[config.mk]
export PLATFORM = sky130hd
export DESIGN_NAME = next_state_sequencer
export DESIGN_NICKNAME = d
export VERILOG_FILES = /design/src/rtl/next_state_sequencer_pkg.sv /design/src/rtl/next_state_sequencer_opcode_encoder.sv /design/src/rtl/next_state_sequencer.sv
export SDC_FILE = /design/constraint.sdc
export NUM_CORES = 1
export LEC_CHECK = 0
export CORE_MARGIN = 10
export CORE_UTILIZATION = 43
export CTS_CLUSTER_SIZE = 20
export DETAILED_ROUTE_END_ITERATION = 10
export PLACE_DENSITY_LB_ADDON = 0.05
export SYNTH_ARGS = -nofsm -noshare
export SYNTH_HDL_FRONTEND = slang
export SYNTH_SLANG_ARGS = --single-unit
[constraint.sdc]
create_clock -name clk -period 2.62 [get_ports clk]
set_input_delay 0.524 -clock clk [delete_from_list [all_inputs] [get_ports clk]]
set_output_delay 0.524 -clock clk [all_outputs]
set_load 0.02 [all_outputs]
[src/rtl/next_state_sequencer_pkg.sv]
// Shared encodings for the microsequencer: next-state modes, condition
// sources, instruction opcode/funct values and the control states that
// the instruction decoder dispatches to.
package sequencer_pkg;

    localparam int unsigned STATE_W     = 7;
    localparam int unsigned TIMEOUT     = 15;
    localparam logic [6:0]  FAULT_STATE = 7'd0;

    // Next-state mode carried in the microword n_sel field
    typedef enum logic [2:0] {
        N_DECODE = 3'd0,
        N_FETCH  = 3'd1,
        N_JUMP   = 3'd2,
        N_INC    = 3'd3,
        N_BRANCH = 3'd4,
        N_WAIT   = 3'd5,
        N_CALL   = 3'd6,
        N_RETURN = 3'd7
    } n_sel_e;

    // Condition source carried in the microword cond_sel field (5..7 = true)
    typedef enum logic [2:0] {
        C_MOC   = 3'd0,
        C_ZERO  = 3'd1,
        C_NEG   = 3'd2,
        C_CARRY = 3'd3,
        C_OVF   = 3'd4
    } cond_sel_e;

    // Primary opcodes (ir[31:26])
    localparam logic [5:0] OP_RTYPE = 6'h00;
    localparam logic [5:0] OP_J     = 6'h02;
    localparam logic [5:0] OP_BEQ   = 6'h04;
    localparam logic [5:0] OP_ADDIU = 6'h09;
    localparam logic [5:0] OP_LUI   = 6'h0F;
    localparam logic [5:0] OP_LW    = 6'h23;
    localparam logic [5:0] OP_SW    = 6'h2B;

    // R-type function codes (ir[5:0])
    localparam logic [5:0] F_ADDU = 6'h21;
    localparam logic [5:0] F_SUBU = 6'h23;
    localparam logic [5:0] F_AND  = 6'h24;
    localparam logic [5:0] F_OR   = 6'h25;

    // Control states entered from decode
    localparam logic [6:0] S_ADDU    = 7'd6;
    localparam logic [6:0] S_LW      = 7'd7;
    localparam logic [6:0] S_SW      = 7'd8;
    localparam logic [6:0] S_BEQ     = 7'd11;
    localparam logic [6:0] S_J       = 7'd12;
    localparam logic [6:0] S_ADDIU   = 7'd16;
    localparam logic [6:0] S_SUBU    = 7'd17;
    localparam logic [6:0] S_AND     = 7'd19;
    localparam logic [6:0] S_OR      = 7'd21;
    localparam logic [6:0] S_LUI     = 7'd30;
    localparam logic [6:0] S_ILLEGAL = 7'd0;

endpackage

[src/rtl/next_state_sequencer_opcode_encoder.sv]
// Combinational instruction decoder: maps the instruction register to the
// first control state of its microroutine and flags anything unlisted.
module opcode_encoder
    import sequencer_pkg::*;
(
    input  logic [31:0]        ir,
    output logic [STATE_W-1:0] state,
    output logic               illegal
);

    logic [5:0] opcode_s;
    logic [5:0] funct_s;

    assign opcode_s = ir[31:26];
    assign funct_s  = ir[5:0];

    // Opcode/funct lookup; unknown encodings land on state 0 with illegal set
    always_comb begin
        state   = S_ILLEGAL;
        illegal = 1'b0;
        case (opcode_s)
            OP_RTYPE: begin
                case (funct_s)
                    F_ADDU:  state = S_ADDU;
                    F_SUBU:  state = S_SUBU;
                    F_AND:   state = S_AND;
                    F_OR:    state = S_OR;
                    default: begin
                        state   = S_ILLEGAL;
                        illegal = 1'b1;
                    end
                endcase
            end
            OP_LW:    state = S_LW;
            OP_SW:    state = S_SW;
            OP_BEQ:   state = S_BEQ;
            OP_J:     state = S_J;
            OP_ADDIU: state = S_ADDIU;
            OP_LUI:   state = S_LUI;
            default: begin
                state   = S_ILLEGAL;
                illegal = 1'b1;
            end
        endcase
    end

endmodule

[src/rtl/next_state_sequencer.sv]
// Microsequencer: owns the control-state register that indexes the
// Microstore and picks the next state from the active microword's
// sequencing fields. Also keeps a one-deep return address, a memory-wait
// watchdog, and single-cycle illegal-opcode / timeout pulses.
module next_state_sequencer #(
    parameter int unsigned        STATE_W     = sequencer_pkg::STATE_W,
    parameter int unsigned        TIMEOUT     = sequencer_pkg::TIMEOUT,
    parameter logic [STATE_W-1:0] FAULT_STATE = sequencer_pkg::FAULT_STATE
) (
    input  logic               clk,
    input  logic               reset,
    input  logic [31:0]        ir,
    input  logic [2:0]         n_sel,
    input  logic [2:0]         cond_sel,
    input  logic               inv,
    input  logic [STATE_W-1:0] cr_addr,
    input  logic               moc,
    input  logic               zero,
    input  logic               neg,
    input  logic               carry,
    input  logic               ovf,
    output logic [STATE_W-1:0] current_state,
    output logic               illegal_op,
    output logic               mem_timeout
);

    import sequencer_pkg::*;

    localparam int unsigned CNT_W = $clog2(TIMEOUT + 1);

    logic [STATE_W-1:0] state_q, state_d;
    logic [STATE_W-1:0] ret_q, ret_d;
    logic [CNT_W-1:0]   wait_cnt_q, wait_cnt_d;
    logic               illegal_q, illegal_d;
    logic               timeout_q, timeout_d;

    logic [STATE_W-1:0] enc_state_s;
    logic               enc_illegal_s;
    logic [STATE_W-1:0] inc_s;
    logic               cond_raw_s;
    logic               cond_s;

    opcode_encoder u_encoder (
        .ir      (ir),
        .state   (enc_state_s),
        .illegal (enc_illegal_s)
    );

    // Wraps naturally at 2^STATE_W
    assign inc_s = state_q + {{(STATE_W-1){1'b0}}, 1'b1};

    // Condition selection; unused selector codes read as always-true
    always_comb begin
        cond_raw_s = 1'b1;
        case (cond_sel)
            C_MOC:   cond_raw_s = moc;
            C_ZERO:  cond_raw_s = zero;
            C_NEG:   cond_raw_s = neg;
            C_CARRY: cond_raw_s = carry;
            C_OVF:   cond_raw_s = ovf;
            default: cond_raw_s = 1'b1;
        endcase
        cond_s = cond_raw_s ^ inv;
    end

    // Next-state selection, return-address capture, wait watchdog and pulses
    always_comb begin
        state_d    = state_q;
        ret_d      = ret_q;
        wait_cnt_d = '0;
        illegal_d  = 1'b0;
        timeout_d  = 1'b0;
        case (n_sel)
            N_DECODE: begin
                state_d   = enc_state_s;
                illegal_d = enc_illegal_s;
            end
            N_FETCH:  state_d = '0;
            N_JUMP:   state_d = cr_addr;
            N_INC:    state_d = inc_s;
            N_BRANCH: begin
                if (cond_s) begin
                    state_d = cr_addr;
                end else begin
                    state_d = inc_s;
                end
            end
            N_WAIT: begin
                // A condition arriving on the last allowed cycle still wins
                if (cond_s) begin
                    state_d = inc_s;
                end else if (wait_cnt_q == CNT_W'(TIMEOUT - 1)) begin
                    state_d   = FAULT_STATE;
                    timeout_d = 1'b1;
                end else begin
                    state_d    = state_q;
                    wait_cnt_d = wait_cnt_q + {{(CNT_W-1){1'b0}}, 1'b1};
                end
            end
            N_CALL: begin
                state_d = cr_addr;
                ret_d   = inc_s;
            end
            N_RETURN: state_d = ret_q;
            default:  state_d = state_q;
        endcase
    end

    // Register update with synchronous reset taking priority over every mode
    always_ff @(posedge clk) begin
        if (reset) begin
            state_q    <= '0;
            ret_q      <= '0;
            wait_cnt_q <= '0;
            illegal_q  <= 1'b0;
            timeout_q  <= 1'b0;
        end else begin
            state_q    <= state_d;
            ret_q      <= ret_d;
            wait_cnt_q <= wait_cnt_d;
            illegal_q  <= illegal_d;
            timeout_q  <= timeout_d;
        end
    end

    assign current_state = state_q;
    assign illegal_op    = illegal_q;
    assign mem_timeout   = timeout_q;

endmodule

==> Flow_metrics.wiki, run 1 <==
{| class="wikitable"
! Metric !! Value
|-
| Status || complete, no violations
|-
| Highest achievable clock rate || 407 MHz
|-
| Via density || 5.61
|-
| Peak per-stage delay on the critical path || 0.50 ns
|-
| Count of input and output buffers || 41
|-
| Final net count || 326
|-
| Starting DRC count in detailed routing || 196
|-
| Critical Path, Cell by Cell || clkdlybuf4s50_1 > buf_4 > mux2i_1 > mux2i_1 > buf_4 > or4_4 > nand3_2 > nand3_1 > a41oi_1
|-
| Hold WC Path Type || flip-flop to flip-flop
|-
| Number of distinct library cells after synthesis || 45
|-
| Antenna violations before repair || 0
|-
| Leading cell types by total area after synthesis || sky130_fd_sc_hd__dfxtp_1, sky130_fd_sc_hd__nor2_1, sky130_fd_sc_hd__nand2_1
|-
| Number of enable-type register cells in the synthesized netlist || 0
|-
| Fin crit share || 93.8%
|-
| DR vias || 1768
|-
| Asr flop ratio synth || 0%
|-
| Die Ht || 80.0 um
|-
| Via count of the first global-routing pass || 1687
|-
| Ratio of cells with drive above 1 in the final layout || 11.9%
|-
| Count of TritonRoute iterations in the first routing pass || 4
|-
| Total Die Area || 6400 um2
|-
| TritonCTS buffer count || 3
|-
| DRC violations left || 0
|-
| VDD IR max || 0.000235 V
|-
| Power density over the cells || 380 nW/um2
|-
| Cell count after placement || 311
|-
| Maxcap violations || 0
|-
| Clock slew seen by the registers of the worst setup and hold paths || 0.12 ns
|-
| Number of filler cells placed in the layout || 325
|-
| Routed Antenna Nets || 0
|-
| Synth warnings || 0
|-
| Number of hold-slack violations in the final timing report || 0
|-
| Count of buffering cells on the critical path with inverters included || 3
|-
| Antenna Diode Count || 0
|-
| Most frequent standard cell in the layout excluding fill and tap cells || sky130_fd_sc_hd__clkdlybuf4s50_1
|-
| Global routing usage summed across all routing layers || 14.3%
|-
| Unrepaired setup endpoints after global routing || false
|-
| Root buffer selected by CTS || sky130_fd_sc_hd__clkbuf_4
|-
| Cell family with most CP delay || buffers and inverters
|-
| Std-Cell Core Area || 3420 um2
|-
| Top-level port count || 62
|-
| Site Rows || 21
|-
| Remaining Overflow, GRT || 0
|-
| Maximum count of clock buffers along a single path || 2
|-
| Number of max-slew violations in the final report || 0
|-
| Number of cells upsized or downsized after cts || 0
|-
| Headroom to the max-slew limit || 50.1%
|-
| Worst Path Required || 2.85 ns
|-
| Critical path startpoint category || input port
|-
| Final standard cell count with taps included and fillers excluded || 315
|-
| Synth area leader || sky130_fd_sc_hd__dfxtp_1
|-
| Finish-stage setup viols || 0
|-
| Crit path arrival time || 2.68 ns
|-
| # Post-CTS Setup Buffers || 0
|-
| Transition at the pin with the smallest max-transition slack || 0.745 ns
|-
| Most common flop cell mapped by yosys || sky130_fd_sc_hd__dfxtp_1
|-
| Worst clock skew || 0.00593 ns
|-
| Maximum fanout encountered on the critical timing path || 3
|-
| Leak || 0.799 nW
|-
| Mean instance size in the synthesized netlist || 7.20 um2
|-
| Detailed-route wire length per cell || 14.4 um
|-
| Final critical-path required period || 2.46 ns
|-
| Cells after synthesis || 215
|-
| Clock tree from TritonCTS || built
|-
| Area delta synth->final || 40.8%
|-
| Initial core utilization || 45.3%
|-
| Sum of routed wire length over all layers || 4.54 mm
|-
| CTS Hold Bufs || 0
|-
| X dimension of the die || 80.0 um
|-
| Post-synth net total || 271
|-
| Maximum number of pins on one net before global-route repair || 21
|-
| Register bit total from synthesis || 20
|-
| Clock sink count || 20
|-
| Final standard cell utilization of the core || 63.8%
|-
| Commonest cells after routing, fill and taps aside || sky130_fd_sc_hd__clkdlybuf4s50_1, sky130_fd_sc_hd__nor2_1, sky130_fd_sc_hd__nand2_1, sky130_fd_sc_hd__buf_4, sky130_fd_sc_hd__dfxtp_1
|-
| Max H-tree Level || 1
|-
| Sequential-to-total area share from yosys stat || 25.9%
|-
| Insertion delay to the later sink of the worst-skew pair || 0.32 ns
|-
| Area share of the largest cell type after synthesis || 25.9%
|-
| Worst path slowest cell || sky130_fd_sc_hd__clkdlybuf4s50_1
|-
| Critical Path Sink Type || flip-flop
|-
| Global-route wire length before repair || 7.54 mm
|-
| Post-Syn Area || 1550 um2
|-
| Final HPWL from detailed placement || 3.52 mm
|-
| Critical setup path kind || input port to flip-flop
|-
| Final RePlAce weighted congestion || 0.875
|}
worst register-to-register path: cells and delay by family, from the launching register on:
family,cells,cell delay (ns)
flops,1,0.42
xor+xnor,1,0.19
simple gates,1,0.11
fa+ha+maj,1,0.24
compound gates,4,0.70
report_power, final:
group          internal (mW)  leakage [nW]  switching [mW]
Sequential             0.317         0.163          0.0119
Combinational          0.124         0.608           0.115
Clock                  0.155        0.0279           0.106
through the flow:
step / total power, mW / cell area (um2) / setup WS (ns) / hold WS (ns) / setup TNS, ns
6_report: 0.829 / 2180 / 0.163 / 0.490 / 0
5_1_grt: 0.869 / 2180 / 0.0557 / 0.520 / 0
4_1_cts: 0.830 / 2180 / 0.150 / 0.489 / 0
3_5_place_dp: 0.572 / 2130 / -0.164 / 0.469 / -1.26
3_3_place_gp: 0.570 / 2130 / -0.117 / 0.470 / -1.05
2_1_floorplan: 0.456 / 1550 / 0.484 / 0.450 / 0
synth_stat cells (3+ instances only):
cell and count:
sky130_fd_sc_hd__buf_2 4, sky130_fd_sc_hd__dfxtp_1 20, sky130_fd_sc_hd__xor2_1 5, sky130_fd_sc_hd__clkbuf_1 9, sky130_fd_sc_hd__a21oi_1 9, sky130_fd_sc_hd__a211oi_1 5, sky130_fd_sc_hd__nand2_1 23, sky130_fd_sc_hd__inv_1 5
sky130_fd_sc_hd__mux2i_1 8, sky130_fd_sc_hd__nand3_1 11, sky130_fd_sc_hd__o22ai_1 3, sky130_fd_sc_hd__a22oi_1 4, sky130_fd_sc_hd__xnor2_1 6, sky130_fd_sc_hd__a31oi_1 10, sky130_fd_sc_hd__nor3_1 15, sky130_fd_sc_hd__ha_1 3
sky130_fd_sc_hd__nor2b_1 7, sky130_fd_sc_hd__o21ai_0 7, sky130_fd_sc_hd__nor2_1 28
per-layer routing:
metal / share of wire [%] / routed length, um / up-vias / GRT usage [%]
li1: - / - / 895 / -
met3: 9.4 / 426 / 7 / 4.73
met1: 44 / 2020 / 796 / 17.7
met4: 1.3 / 59 / 0 / 4.40
met2: 45 / 2040 / 70 / 22.6
met5: 0 / 0 / - / 0
path summary, 6_finish.rpt:
| path | startpoint | endpoint | slack (ns) | depth (start not counted) |
|---|---|---|---|---|
| min | wait_cnt_q[0]$_SDFF_PP0_ | wait_cnt_q[0]$_SDFF_PP0_ | 0.49 | 1 |
| max reg2reg | current_state[0]$_SDFFE_PP0P_ | current_state[4]$_SDFFE_PP0P_ | 0.90 | 7 |
| max | cond_sel[0] | current_state[0]$_SDFFE_PP0P_ | 0.16 | 9 |
| min reg2reg | wait_cnt_q[0]$_SDFF_PP0_ | wait_cnt_q[0]$_SDFF_PP0_ | 0.49 | 1 |
layout make-up:
class,count,area [um2],area share [%]
clock inverters,1,30.0,1.38
clock buffers,3,22.5,1.03
well taps,46,57.6,2.64
inverters,5,18.8,0.861
multi-input cells,176,1070,49.0
flip-flops and latches,20,400,18.4
repair buffers,64,583,26.8
cells by family after synthesis:
family | after synthesis | share of synthesized area (%)
AND/OR/NAND/NOR | 103 | 33.1
AO/OA/AOI/OAI | 50 | 21.3
flip-flops | 20 | 25.9
buffers and inverters | 19 | 5.17
XOR/XNOR | 11 | 6.22
multiplexers | 9 | 5.90
adder cells (fa/ha/maj) | 3 | 2.43
flip-flops by register name (all words and copies together), names as in the netlist:
name	flops
current_state	7
illegal_op	1
mem_timeout	1
ret_q	7
wait_cnt_q	4
(Power assumes the default switching activity.)
==> run 2, diff against run 1 <==
--- a/constraint.sdc
+++ b/constraint.sdc
@@ -3,2 +3,2 @@
 set_output_delay 0.524 -clock clk [all_outputs]
-set_load 0.02 [all_outputs]
+set_load 0.1 [all_outputs]
==> Flow_metrics.wiki, run 2 (synthesis results as in run 1) <==
{| class="wikitable"
! Metric !! Value
|-
| VDD IR max || 0.000356 V
|-
| Ratio of cells with drive above 1 in the final layout || 15.9%
|-
| Worst-case setup slack after placement || -0.170 ns
|-
| Worst clock skew || 0.00377 ns
|-
| Worst setup path startpoint || cond_sel[0]
|-
| Worst Path Required || 2.85 ns
|-
| Number of max-slew violations in the final report || 0
|-
| Total Die Area || 6400 um2
|-
| Via count of the first global-routing pass || 1632
|-
| Count of TritonRoute iterations in the first routing pass || 4
|-
| # Post-CTS Setup Buffers || 0
|-
| Final critical-path required period || 2.45 ns
|-
| Share of power burned in combinational logic || 32.3%
|-
| Sw Pwr || 0.275 mW
|-
| Post-layout instance area || 2170 um2
|-
| Sequential group share of total power || 37.9%
|-
| Highest achievable clock rate || 408 MHz
|-
| CTS Hold Bufs || 0
|-
| Critical hold path startpoint || wait_cnt_q[0]$_SDFF_PP0_
|-
| Critical path startpoint category || input port
|-
| Routed Antenna Nets || 0
|-
| Antenna violations before repair || 0
|-
| Initial core utilization || 45.3%
|-
| Number of hold-slack violations in the final timing report || 0
|-
| Sum of routed wire length over all layers || 4.51 mm
|-
| Std-Cell Core Area || 3420 um2
|-
| Max H-tree Level || 1
|-
| Top-level port count || 62
|-
| Leak || 0.826 nW
|-
| Worst r2r src || current_state[0]$_SDFFE_PP0P_
|-
| Via density || 5.49
|-
| Net switching fraction of the power || 31.6%
|-
| Root buffer selected by CTS || sky130_fd_sc_hd__clkbuf_4
|-
| Power density over the cells || 401 nW/um2
|-
| Area delta synth->final || 40.3%
|-
| Clock tree from TritonCTS || built
|-
| Headroom to the max-slew limit || 49.1%
|-
| Fin crit share || 93.6%
|-
| Int Power || 0.595 mW
|-
| Site Rows || 21
|-
| Number of cells upsized or downsized after cts || 0
|-
| Global-route wire length before repair || 7.69 mm
|-
| Worst-case setup margin in the final layout || 0.169 ns
|-
| Remaining Overflow, GRT || 0
|-
| Final RePlAce weighted congestion || 0.891
|-
| Final net count || 328
|-
| Commonest cells after routing, fill and taps aside || sky130_fd_sc_hd__buf_4, sky130_fd_sc_hd__clkdlybuf4s50_1, sky130_fd_sc_hd__nor2_1
|-
| Global routing usage summed across all routing layers || 14.3%
|-
| DR vias || 1741
|-
| Status || complete, no violations
|-
| Number of filler cells placed in the layout || 342
|-
| Insertion delay to the later sink of the worst-skew pair || 0.31 ns
|-
| Die Ht || 80.0 um
|-
| X dimension of the die || 80.0 um
|-
| Clock sink count || 20
|-
| Count of input and output buffers || 41
|-
| DRC violations left || 0
|-
| Maximum count of clock buffers along a single path || 2
|-
| Relative contribution of the clock network to total power || 29.8%
|-
| Clock slew seen by the registers of the worst setup and hold paths || 0.12 ns
|-
| Unrepaired setup endpoints after global routing || false
|-
| Crit path arrival time || 2.68 ns
|-
| Antenna Diode Count || 0
|-
| Maximum fanout encountered on the critical timing path || 10
|-
| Hold WC Path Type || flip-flop to flip-flop
|-
| TritonCTS buffer count || 3
|-
| Final HPWL from detailed placement || 3.53 mm
|-
| Starting DRC count in detailed routing || 204
|-
| Critical Path Sink Type || flip-flop
|-
| Cell area after placement || 2120 um2
|-
| Critical setup path kind || input port to flip-flop
|-
| Maxcap violations || 0
|-
| Most frequent standard cell in the layout excluding fill and tap cells || sky130_fd_sc_hd__buf_4
|-
| Maximum number of pins on one net before global-route repair || 21
|-
| Detailed-route wire length per cell || 14.2 um
|-
| Finish-stage setup viols || 0
|-
| Transition at the pin with the smallest max-transition slack || 0.761 ns
|}
run 2: cell count changes in the layout (fill, tap and decap cells not counted), sizes merged:
cell	change
clkdlybuf4s50	-9
buf	+11
run 2: worst paths after layout:
path                                   end  slack [ns]  cells after the start
max               wait_cnt_q[2]$_SDFF_PP0_        0.17                      9
min reg2reg       wait_cnt_q[0]$_SDFF_PP0_        0.48                      1
max reg2reg  current_state[4]$_SDFFE_PP0P_        0.89                      7
min               wait_cnt_q[0]$_SDFF_PP0_        0.48                      1
run 2: power by group through the flow:
| stage | Combinational (mW) | Clock, mW | Sequential [mW] |
|---|---|---|---|
| CTS | 0.281 | 0.264 | 0.329 |
| floorplan | 0.114 | 0 | 0.385 |
| detailed placement | 0.279 | 0 | 0.336 |
| global placement | 0.278 | 0 | 0.336 |
| global route | 0.305 | 0.282 | 0.331 |
| finish | 0.281 | 0.259 | 0.329 |
run 2: worst max-delay path, stage by stage:
cell and delay (ns):
sky130_fd_sc_hd__clkdlybuf4s50_1 0.49, sky130_fd_sc_hd__buf_4 0.12, sky130_fd_sc_hd__mux2i_1 0.29, sky130_fd_sc_hd__mux2i_1 0.31, sky130_fd_sc_hd__nor3_1 0.10, sky130_fd_sc_hd__buf_4 0.19, sky130_fd_sc_hd__or2_2 0.32, sky130_fd_sc_hd__buf_4 0.15
sky130_fd_sc_hd__nor3_1 0.17
run 2: metrics by stage:
step           util [%]  hold slack, ns  power (mW)  TNS (ns)  cells
2_1_floorplan         -           0.450       0.499         0    215
3_3_place_gp       62.1           0.469       0.614     -1.07    313
3_5_place_dp       62.1           0.471       0.615     -1.41    313
4_1_cts            63.6           0.491       0.874         0    317
5_1_grt            63.6           0.514       0.918         0    317
6_report           63.6           0.484       0.870         0    317
run 2: final cells by class:
class	instances	area [um2]	share of cell area, %
Sequential cell	20	400	18.4
Inverter	5	18.8	0.864
Multi-Input combinational cell	176	1070	49.1
Clock buffer	3	22.5	1.04
Clock inverter	1	30.0	1.38
Tap cell	46	57.6	2.65
Timing Repair Buffer	66	576	26.5
run 2: routing by layer:
layer | track usage (%) | part of all wire [%] | up-vias
li1 | - | - | 895
met1 | 19.5 | 49 | 801
met2 | 22.2 | 45 | 45
met3 | 4.50 | 6.8 | 0
met4 | 0.880 | 0 | 0
met5 | 0 | 0 | -
